<file path="src/rtl/dfi_init_seq.sv">
// DDR3 power-up initialisation sequencer, controller side of the DFI boundary.
// Walks PHY init handshake, RESET#/CKE timing, MRS (MR2, MR3, MR1, MR0) and
// ZQCL, then raises init_done and releases the DFI control bus.
module dfi_init_seq #(
    parameter int unsigned C_ROW_WIDTH  = 16,
    parameter int unsigned C_BANK_WIDTH = 3,
    parameter int unsigned T_RESET_CYC  = 80000,
    parameter int unsigned T_CKE_CYC    = 200000,
    parameter int unsigned T_XPR_CYC    = 120,
    parameter int unsigned T_MRD_CYC    = 4,
    parameter int unsigned T_MOD_CYC    = 12,
    parameter int unsigned T_ZQINIT_CYC = 512,
    parameter logic [C_ROW_WIDTH-1:0] MR0_VAL = 16'h0000,
    parameter logic [C_ROW_WIDTH-1:0] MR1_VAL = 16'h0000,
    parameter logic [C_ROW_WIDTH-1:0] MR2_VAL = 16'h0000,
    parameter logic [C_ROW_WIDTH-1:0] MR3_VAL = 16'h0000
) (
    input  logic                    clk,
    input  logic                    rst_n,
    input  logic                    start,
    output logic                    init_done,
    output logic                    busy,
    output logic                    dfi_init_start,
    input  logic                    dfi_init_complete,
    output logic [C_ROW_WIDTH-1:0]  dfi_address,
    output logic [C_BANK_WIDTH-1:0] dfi_bank,
    output logic                    dfi_ras_n,
    output logic                    dfi_cas_n,
    output logic                    dfi_we_n,
    output logic                    dfi_cs_n,
    output logic                    dfi_cke,
    output logic                    dfi_odt,
    output logic                    dfi_reset_n
);

    // A timing parameter of 0 behaves as 1 cycle.
    localparam int unsigned E_RESET  = (T_RESET_CYC  == 0) ? 1 : T_RESET_CYC;
    localparam int unsigned E_CKE    = (T_CKE_CYC    == 0) ? 1 : T_CKE_CYC;
    localparam int unsigned E_XPR    = (T_XPR_CYC    == 0) ? 1 : T_XPR_CYC;
    localparam int unsigned E_MRD    = (T_MRD_CYC    == 0) ? 1 : T_MRD_CYC;
    localparam int unsigned E_MOD    = (T_MOD_CYC    == 0) ? 1 : T_MOD_CYC;
    localparam int unsigned E_ZQINIT = (T_ZQINIT_CYC == 0) ? 1 : T_ZQINIT_CYC;

    localparam int unsigned MAX_A = (E_RESET > E_CKE) ? E_RESET : E_CKE;
    localparam int unsigned MAX_B = (E_XPR > E_MRD) ? E_XPR : E_MRD;
    localparam int unsigned MAX_C = (E_MOD > E_ZQINIT) ? E_MOD : E_ZQINIT;
    localparam int unsigned MAX_D = (MAX_A > MAX_B) ? MAX_A : MAX_B;
    localparam int unsigned MAX_T = (MAX_D > MAX_C) ? MAX_D : MAX_C;
    localparam int unsigned CW    = $clog2(MAX_T) + 1;

    localparam logic [CW-1:0] LD_RESET  = CW'(E_RESET - 1);
    localparam logic [CW-1:0] LD_CKE    = CW'(E_CKE - 1);
    localparam logic [CW-1:0] LD_XPR    = CW'(E_XPR - 1);
    localparam logic [CW-1:0] LD_MRD    = CW'(E_MRD - 1);
    localparam logic [CW-1:0] LD_MOD    = CW'(E_MOD - 1);
    localparam logic [CW-1:0] LD_ZQINIT = CW'(E_ZQINIT - 1);

    // ZQCL carries A10=1, every other address bit 0.
    localparam logic [C_ROW_WIDTH-1:0] ZQ_ADDR = {{(C_ROW_WIDTH-11){1'b0}}, 1'b1, 10'b0};

    typedef enum logic [2:0] {
        S_IDLE,
        S_PHY_INIT,
        S_RST,
        S_CKE_WAIT,
        S_XPR,
        S_MRS,
        S_ZQ,
        S_DONE
    } state_t;

    state_t                  state, state_nx;
    logic [CW-1:0]           cnt, cnt_nx;
    logic [1:0]              idx, idx_nx;
    logic                    issue_mrs, issue_zq;
    logic                    init_done_nx, busy_nx, init_start_nx;
    logic                    reset_n_nx, cke_nx, cs_n_nx, ras_n_nx, cas_n_nx, we_n_nx;
    logic [C_ROW_WIDTH-1:0]  addr_nx;
    logic [C_BANK_WIDTH-1:0] bank_nx;

    // State, counter and all DFI outputs are registered together.
    always_ff @(posedge clk or negedge rst_n) begin
        if (!rst_n) begin
            state          <= S_IDLE;
            cnt            <= '0;
            idx            <= '0;
            init_done      <= 1'b0;
            busy           <= 1'b0;
            dfi_init_start <= 1'b0;
            dfi_reset_n    <= 1'b0;
            dfi_cke        <= 1'b0;
            dfi_cs_n       <= 1'b1;
            dfi_ras_n      <= 1'b1;
            dfi_cas_n      <= 1'b1;
            dfi_we_n       <= 1'b1;
            dfi_address    <= '0;
            dfi_bank       <= '0;
            dfi_odt        <= 1'b0;
        end else begin
            state          <= state_nx;
            cnt            <= cnt_nx;
            idx            <= idx_nx;
            init_done      <= init_done_nx;
            busy           <= busy_nx;
            dfi_init_start <= init_start_nx;
            dfi_reset_n    <= reset_n_nx;
            dfi_cke        <= cke_nx;
            dfi_cs_n       <= cs_n_nx;
            dfi_ras_n      <= ras_n_nx;
            dfi_cas_n      <= cas_n_nx;
            dfi_we_n       <= we_n_nx;
            dfi_address    <= addr_nx;
            dfi_bank       <= bank_nx;
            dfi_odt        <= 1'b0;
        end
    end

    // Next state plus the output values for the cycle about to begin; outputs
    // are decoded from the next state so the registered bus lines up with it.
    always_comb begin
        state_nx  = state;
        idx_nx    = idx;
        cnt_nx    = (cnt == '0) ? '0 : cnt - 1'b1;
        issue_mrs = 1'b0;
        issue_zq  = 1'b0;

        case (state)
            S_IDLE: begin
                if (start) state_nx = S_PHY_INIT;
            end
            S_PHY_INIT: begin
                if (dfi_init_complete) begin
                    state_nx = S_RST;
                    cnt_nx   = LD_RESET;
                end
            end
            S_RST: begin
                if (cnt == '0) begin
                    state_nx = S_CKE_WAIT;
                    cnt_nx   = LD_CKE;
                end
            end
            S_CKE_WAIT: begin
                if (cnt == '0) begin
                    state_nx = S_XPR;
                    cnt_nx   = LD_XPR;
                end
            end
            S_XPR: begin
                if (cnt == '0) begin
                    state_nx  = S_MRS;
                    idx_nx    = 2'd0;
                    cnt_nx    = LD_MRD;
                    issue_mrs = 1'b1;
                end
            end
            S_MRS: begin
                if (cnt == '0) begin
                    if (idx == 2'd3) begin
                        state_nx = S_ZQ;
                        cnt_nx   = LD_ZQINIT;
                        issue_zq = 1'b1;
                    end else begin
                        idx_nx    = idx + 2'd1;
                        issue_mrs = 1'b1;
                        // MR0 is the last MRS; its gap to ZQCL is tMOD.
                        cnt_nx    = (idx == 2'd2) ? LD_MOD : LD_MRD;
                    end
                end
            end
            S_ZQ: begin
                if (cnt == '0) state_nx = S_DONE;
            end
            S_DONE: begin
                state_nx = S_DONE;
            end
            default: state_nx = S_IDLE;
        endcase

        init_done_nx  = 1'b0;
        busy_nx       = 1'b0;
        init_start_nx = 1'b0;
        reset_n_nx    = 1'b0;
        cke_nx        = 1'b0;
        cs_n_nx       = 1'b1;
        ras_n_nx      = 1'b1;
        cas_n_nx      = 1'b1;
        we_n_nx       = 1'b1;
        addr_nx       = '0;
        bank_nx       = '0;

        case (state_nx)
            S_PHY_INIT: begin
                busy_nx       = 1'b1;
                init_start_nx = 1'b1;
            end
            S_RST: begin
                busy_nx = 1'b1;
            end
            S_CKE_WAIT: begin
                busy_nx    = 1'b1;
                reset_n_nx = 1'b1;
            end
            S_XPR, S_MRS, S_ZQ: begin
                busy_nx    = 1'b1;
                reset_n_nx = 1'b1;
                cke_nx     = 1'b1;
                cs_n_nx    = 1'b0;
            end
            S_DONE: begin
                init_done_nx = 1'b1;
                reset_n_nx   = 1'b1;
                cke_nx       = 1'b1;
                cs_n_nx      = 1'b0;
            end
            default: ;
        endcase

        if (issue_mrs) begin
            ras_n_nx = 1'b0;
            cas_n_nx = 1'b0;
            we_n_nx  = 1'b0;
            case (idx_nx)
                2'd0: begin bank_nx = C_BANK_WIDTH'(2); addr_nx = MR2_VAL; end
                2'd1: begin bank_nx = C_BANK_WIDTH'(3); addr_nx = MR3_VAL; end
                2'd2: begin bank_nx = C_BANK_WIDTH'(1); addr_nx = MR1_VAL; end
                default: begin bank_nx = C_BANK_WIDTH'(0); addr_nx = MR0_VAL; end
            endcase
        end

        if (issue_zq) begin
            we_n_nx = 1'b0;
            addr_nx = ZQ_ADDR;
        end
    end

endmodule

</file>
<file path="config.mk">
export PLATFORM = sky130hd
export DESIGN_NAME = dfi_init_seq
export DESIGN_NICKNAME = d
export VERILOG_FILES = /design/src/rtl/dfi_init_seq.sv
export SDC_FILE = /design/constraint.sdc
export NUM_CORES = 1
export LEC_CHECK = 0
export CAP_MARGIN = 30
export CELL_PAD_IN_SITES_DETAIL_PLACEMENT = 1
export CELL_PAD_IN_SITES_GLOBAL_PLACEMENT = 1
export CORE_MARGIN = 8
export CORE_UTILIZATION = 38
export DETAILED_ROUTE_END_ITERATION = 10
export GPL_TIMING_DRIVEN = 0
export PLACE_DENSITY_LB_ADDON = 0.1
export SLEW_MARGIN = 10
export SYNTH_ARGS = -nofsm -noshare
export SYNTH_HDL_FRONTEND = slang
export SYNTH_SLANG_ARGS = --single-unit
export TNS_END_PERCENT = 50
</file>
<file path="constraint.sdc">
create_clock -name clk -period 3 [get_ports clk]
set_clock_uncertainty 0.2 [all_clocks]
set_input_delay 0.6 -clock clk [delete_from_list [all_inputs] [get_ports clk]]
set_output_delay 0.6 -clock clk [all_outputs]
set_load 0.1 [all_outputs]
</file>
# After elaboration in Yosys (flattened, before gate mapping)
# Index checks and enable logic that the tools add are counted.
totals:
  word_cells: 79
  output_inout_bits: 29
  input_bits: 4
  reg_bits: 51
classes:
  n_addsub: 2
  eq_ne: 18
  reduce_logical: 6
  n_mux: 40
ops:
  columns: ["operator", "n"]
  rows:
  - ["$mux W19", 6]
  - ["$pmux W19 S5", 1]
  - ["$eq A3 B3 Y1 const B", 8]
  - ["$mux W3", 8]
  - ["$pmux W3 S8", 1]
  - ["$logic_not A19 Y1", 1]
  - ["$sub A19 B1 Y19 const B", 1]
  - ["$mux W1", 14]
  - ["$eq A3 B2 Y1 const B", 4]
  - ["$mux W11", 1]
  - ["$mux W9", 1]
  - ["$mux W2", 4]
  - ["$eq A2 B2 Y1 const B", 3]
  - ["$eq A3 B1 Y1 const B", 2]
  - ["$pmux W2 S3", 1]
  - ["$reduce_or A6 Y1", 1]
  - ["$reduce_or A5 Y1", 1]
  - ["$mux W4", 1]
  - ["$pmux W2 S2", 1]
  - ["$reduce_or A4 Y1", 1]
  - ["$logic_not A3 Y1", 1]
  - ["$add A2 B1 Y2 const B", 1]
  - ["$eq A2 B1 Y1 const B", 1]
  - ["$logic_not A2 Y1", 1]
  - ["$pmux W1 S2", 1]

# Longest topological paths before layout
logic_depth:
  ltp_word: 7
  depth_mapped: 11
  depth_no_buf: 11

# Worst setup path after synthesis
# No wires, ideal clock.
synth_path:
  path_kind: "register to register"
  startpoint: "register state[1]"
  endpoint: "register busy"
  setup_ns: 0.121
  path_stages_with_launch: 11
  required_ns: 2.679
  slack_ns: 0.132
  period_less_slack_ns: 2.868
  arrival_ns: 2.547
  path_buffers: 2
  path_cell_list: "dfrtp_1 > clkbuf_1 > inv_1 > ha_1 > or3_1 > clkbuf_1 > o32ai_1 > o211ai_1 > a21oi_1 > and3_1 > nor2_1"
synth_between:
  elab_chain_cells: 6
  word_cells_on_any_way: 25
  cone_classes: "13 x eq/ne; 10 x mux; 2 x reduce/logical"
synth_rtl:
  columns: ["item", "line_no", "rtl"]
  rows:
  - ["start: declaration", "72", "state_t state, state_nx;"]
  - ["start signal: assignment", "100", "state <= state_nx;"]
  - ["$mux W3", "159", "if (idx == 2'd3) begin"]
  - ["$mux W3", "158", "if (cnt == '0) begin"]
  - ["$pmux W3 S8 (*)", "127", "case (state)"]
  - ["$eq A3 B3 Y1 (tied with other cells)", "192", "case (state_nx)"]
  - ["$reduce_or A6 Y1 (no source line) (*)", null, null]
  - ["$mux W1 (*)", "192", null]
  - ["via busy_nx", "76", "logic init_done_nx, busy_nx, init_start_nx;"]
  - ["end signal: assignment", "104", "busy <= busy_nx;"]
  - ["end: declaration", "22", "output logic busy,"]
# Mark *: on every way through the listed nets, which the timed path passes. The rest lies on a longest branch.

==> qor.yml <==
outcome:
  outcome: "complete, no violations"
finish:
  n_antenna_cell: 0
  design_area_sq_mm: 0.00284
  areaGrowthSynthToFinish_pct: 20.0
  core_occupancy_in_the_finished_layout: 0.476
  fillCellCount: 720
  final_nets: 323
  multi_input_gate_area_sq_mm: 0.00133
  final_layout_size_suffix_gt1_frac: 0.171
  final-instance-count-excl-fill: 385
  area.sequential_sq_um: 882
grt:
  globalRouteTotalUtil: 0.155
  gr-usage-met1: 0.196
  grt_remaining_overflow: 0
  gr-max-usage-layer: "met2"
  first_global_vias: 2085
  met3_usage: 0.0286
  grt_util_met2: 0.250
  grt_start_max_net_pins: 19
  first_pass_grt_wire_length_microns: 10800
  antenna_found_initial: 0
sta:
  holdWs_ns: 0.0433
  hold_viol: 0
  finalSetupViolCount: 0
  unrepaired_setup_endpoints_after_global_routing: "no"
  achievable-frequency_mhz: 352
  timing.final.max_slew_violations: 0
  fin_crit_sh: 0.946
  layout_setup_ws_ns: 0.162
  layout_min_cycle_time_ns: 2.84
  totalNegativeSetupSlack_ns: 0
  worst_pin_slew_ns: 0.986
  relative_slew_margins: 0.340
clock_network:
  clkLatencyLatePin_ns: 0.30
  clockBufferDepth: 2
  ctsHoldBuffers: 0
  clkSinkCount: 35
  htreeDepth: 2
  cts_buffers: 5
  cts_tree: "built"
  ctsRootBufferMaster: "sky130_fd_sc_hd__clkbuf_8"
  cts_clock_pin_slew_for_the_worst_setup_and_hold_paths_ns: 0.08
power_and_ir_drop:
  totalPowerFinal_mw: 3.32
  cellLeakagePower_nw: 1.26
  peakVddDrop_mv: 0.636
  power-per-cell-area_mw_per_mm2: 1170
worst_setup_path:
  cp_data_required_time_ns: 2.20
  critical_path.startpoint: "dfi_cas_n"
  kind_of_end_point_of_the_critical_path: "primary output"
  r2r_cells: 11
  path_max_fanout: 2
  cp-start-kind: "register"
  critPathKind: "reg2out"
  timing_endpoint_of_the_critical_path: "dfi_ras_n"
  crit_reg_reg_endpoint: "dfi_init_start"
  worst-r2r-setup-slack_ns: 0.19
  crit-reg2reg-launch: "state[1]"
  data_arrival_time_at_the_worst_slack_endpoint_ns: 2.04
route:
  detailedRoute.firstPassIterationCount: 4
  first_iter_violations: 124
  routed_wirelength_microns: 6570
  drc_errors: 0
  detail_route.wl_per_cell_microns: 17.1
  number_of_nets_still_failing_antenna_checks_after_routing: 0
  via_per_inst: 5.34
  routed-via-count: 2056
floorplan:
  dieArea_sq_mm: 0.00900
  design.portCount: 33
  start_util: 0.397
  chipHeight_microns: 94.8
  die_w_microns: 94.8
  design.core.area_sq_mm: 0.00596
  rows: 28
synth:
  synth-seq-cells: 35
  most_common_flop_cell_mapped_by_yosys: "sky130_fd_sc_hd__dfrtp_1"
  netlist_instances: 266
  synthesis.area_sq_mm: 0.00236
  yosysWarnings: 0
  synth_area_per_cell_sq_um: 8.88
  synth_edf_count: 0
  synth.distinct_cells: 57
  yosysSeqAreaShare: 0.372
  share_of_synthesized_registers_carrying_an_async_set_or_reset: 1.00
placed_design:
  placed_area_sq_mm: 0.00269
  routabilityCongestion: 0.861
  post-place-cells: 373
  place_worst_setup_slack_ns: -0.478
  quantity_of_i_o_buffers_inserted_on_ports: 15
  dp.final_hpwl_microns: 4940
worst_hold_path:
  hold_path.class: "in2async"
run:
  cap_violations: 0
-- worst min-delay path by stage --
stage	startpoint	to	slack, ns	cells after the start
after floorplan	rst_n	busy	0.10	0
after global placement	cnt[18]	cnt[18]	0.34	2
after detailed placement	cnt[18]	cnt[18]	0.36	2
after CTS	rst_n	cnt[4]	0.06	1
after global routing	rst_n	cnt[4]	0.07	1
final	rst_n	cnt[4]	0.04	1
-- report_power, final --
part	total (mW)	switching (mW)	internal, mW
clock network	0.363	0.177	0.185
registers	0.827	0.179	0.648
logic	2.13	1.41	0.727
total	3.32	1.76	1.56
-- layer usage --
layer	share of wire	up-vias	routed length [microns]
met5	0	-	0
met4	0.020	0	132
met3	0.025	12	164
met2	0.49	27	3190
met1	0.47	1021	3080
li1	-	996	-
-- state kept, by name (all words and copies together), names as in the netlist --
register,count
dfi_reset_n,1
dfi_cke,1
init_done,1
dfi_address,1
dfi_bank,2
dfi_cs_n,1
dfi_cas_n,1
dfi_we_n,1
state,3
cnt,19
idx,2
busy,1
dfi_init_start,1
-- cells in the final DEF, fill, tap and decap left out, types with 2 or more instances in the layout --
| cell type | n |
|---|---|
| sky130_fd_sc_hd__a211oi_1 | 2 |
| sky130_fd_sc_hd__a21boi_0 | 2 |
| sky130_fd_sc_hd__a21oi_1 | 18 |
| sky130_fd_sc_hd__a221oi_1 | 2 |
| sky130_fd_sc_hd__a22o_1 | 2 |
| sky130_fd_sc_hd__and4_1 | 2 |
| sky130_fd_sc_hd__buf_2 | 2 |
| sky130_fd_sc_hd__buf_4 | 22 |
| sky130_fd_sc_hd__clkbuf_1 | 8 |
| sky130_fd_sc_hd__clkbuf_8 | 6 |
| sky130_fd_sc_hd__clkdlybuf4s50_1 | 14 |
| sky130_fd_sc_hd__conb_1 | 17 |
| sky130_fd_sc_hd__dfrtp_1 | 30 |
| sky130_fd_sc_hd__dfrtp_2 | 2 |
| sky130_fd_sc_hd__dfstp_2 | 3 |
| sky130_fd_sc_hd__ha_1 | 10 |
| sky130_fd_sc_hd__inv_1 | 14 |
| sky130_fd_sc_hd__nand2_1 | 14 |
| sky130_fd_sc_hd__nand2b_1 | 7 |
| sky130_fd_sc_hd__nand3_1 | 6 |
| sky130_fd_sc_hd__nand4_1 | 3 |
| sky130_fd_sc_hd__nor2_1 | 22 |
| sky130_fd_sc_hd__nor2b_1 | 4 |
| sky130_fd_sc_hd__nor3_1 | 14 |
| sky130_fd_sc_hd__nor4_1 | 4 |
| sky130_fd_sc_hd__nor4_2 | 2 |
| sky130_fd_sc_hd__o211ai_1 | 3 |
| sky130_fd_sc_hd__o21a_1 | 2 |
| sky130_fd_sc_hd__o21ai_0 | 12 |
| sky130_fd_sc_hd__o22ai_1 | 3 |
| sky130_fd_sc_hd__o2bb2ai_1 | 2 |
| sky130_fd_sc_hd__o31ai_1 | 2 |
| sky130_fd_sc_hd__or3_1 | 7 |
| sky130_fd_sc_hd__or4_4 | 2 |
| sky130_fd_sc_hd__xnor2_1 | 10 |
| sky130_fd_sc_hd__xor2_1 | 5 |
-- synthesized netlist by cell type (all sizes together) (2+ instances only) --
cell type  count  area (sq um)
nor4           7          71.3
nand2b         7          43.8
dfstp          3          78.8
nand2         15          58.8
a22o           2          17.5
nand4          3          18.8
o21a           2          15.0
o31ai          2          15.0
buf           19           140
a211oi         2          15.0
ha            10           125
nor3          15          86.3
nor2b          4          25.0
clkbuf         9          33.8
nand3          6          30.0
xnor2         10          87.6
a221oi         2          17.5
and4           2          17.5
o21ai         13          65.1
nor2          23          86.3
or3            7          43.8
a31o           2          26.3
inv           14          52.6
dfrtp         32           801
o2bb2ai        2          17.5
o211ai         3          22.5
a21oi         19          95.1
xor2           5          43.8
a21boi         2          15.0
or4            2          22.5
o22ai          3          18.8
-- timing repair --
action	in CTS	in global routing
pin swaps	1	1
endpoints found under the setup margin	11	11
buffers inserted	2	2
gates resized for setup	5	5
-- kinds of logic after synthesis --
logic type / share of synthesized area
XOR/XNOR: 0.0556
multiplexers: 0.00424
other: 0.00159
adder cells (fa/ha/maj): 0.0530
AO/OA/AOI/OAI: 0.180
flip-flops: 0.372
buffers and inverters: 0.0959
AND/OR/NAND/NOR: 0.238
-- final cells by class --
class,count,area share
timing repair buffer,20,0.0715
multi-input combinational,205,0.470
buffer,28,0.0631
tap,75,0.0331
inverter,14,0.0185
sequential,35,0.311
clock buffer,7,0.0305
clock inverter,1,0.00177
-- worst max-delay path, stage by stage, from the launching register on --
cell and delay, ns:
sky130_fd_sc_hd__dfstp_2 0.53, sky130_fd_sc_hd__buf_4 0.09, sky130_fd_sc_hd__clkdlybuf4s50_1 1.12
Note: power is estimated with default switching activity, not from simulation.
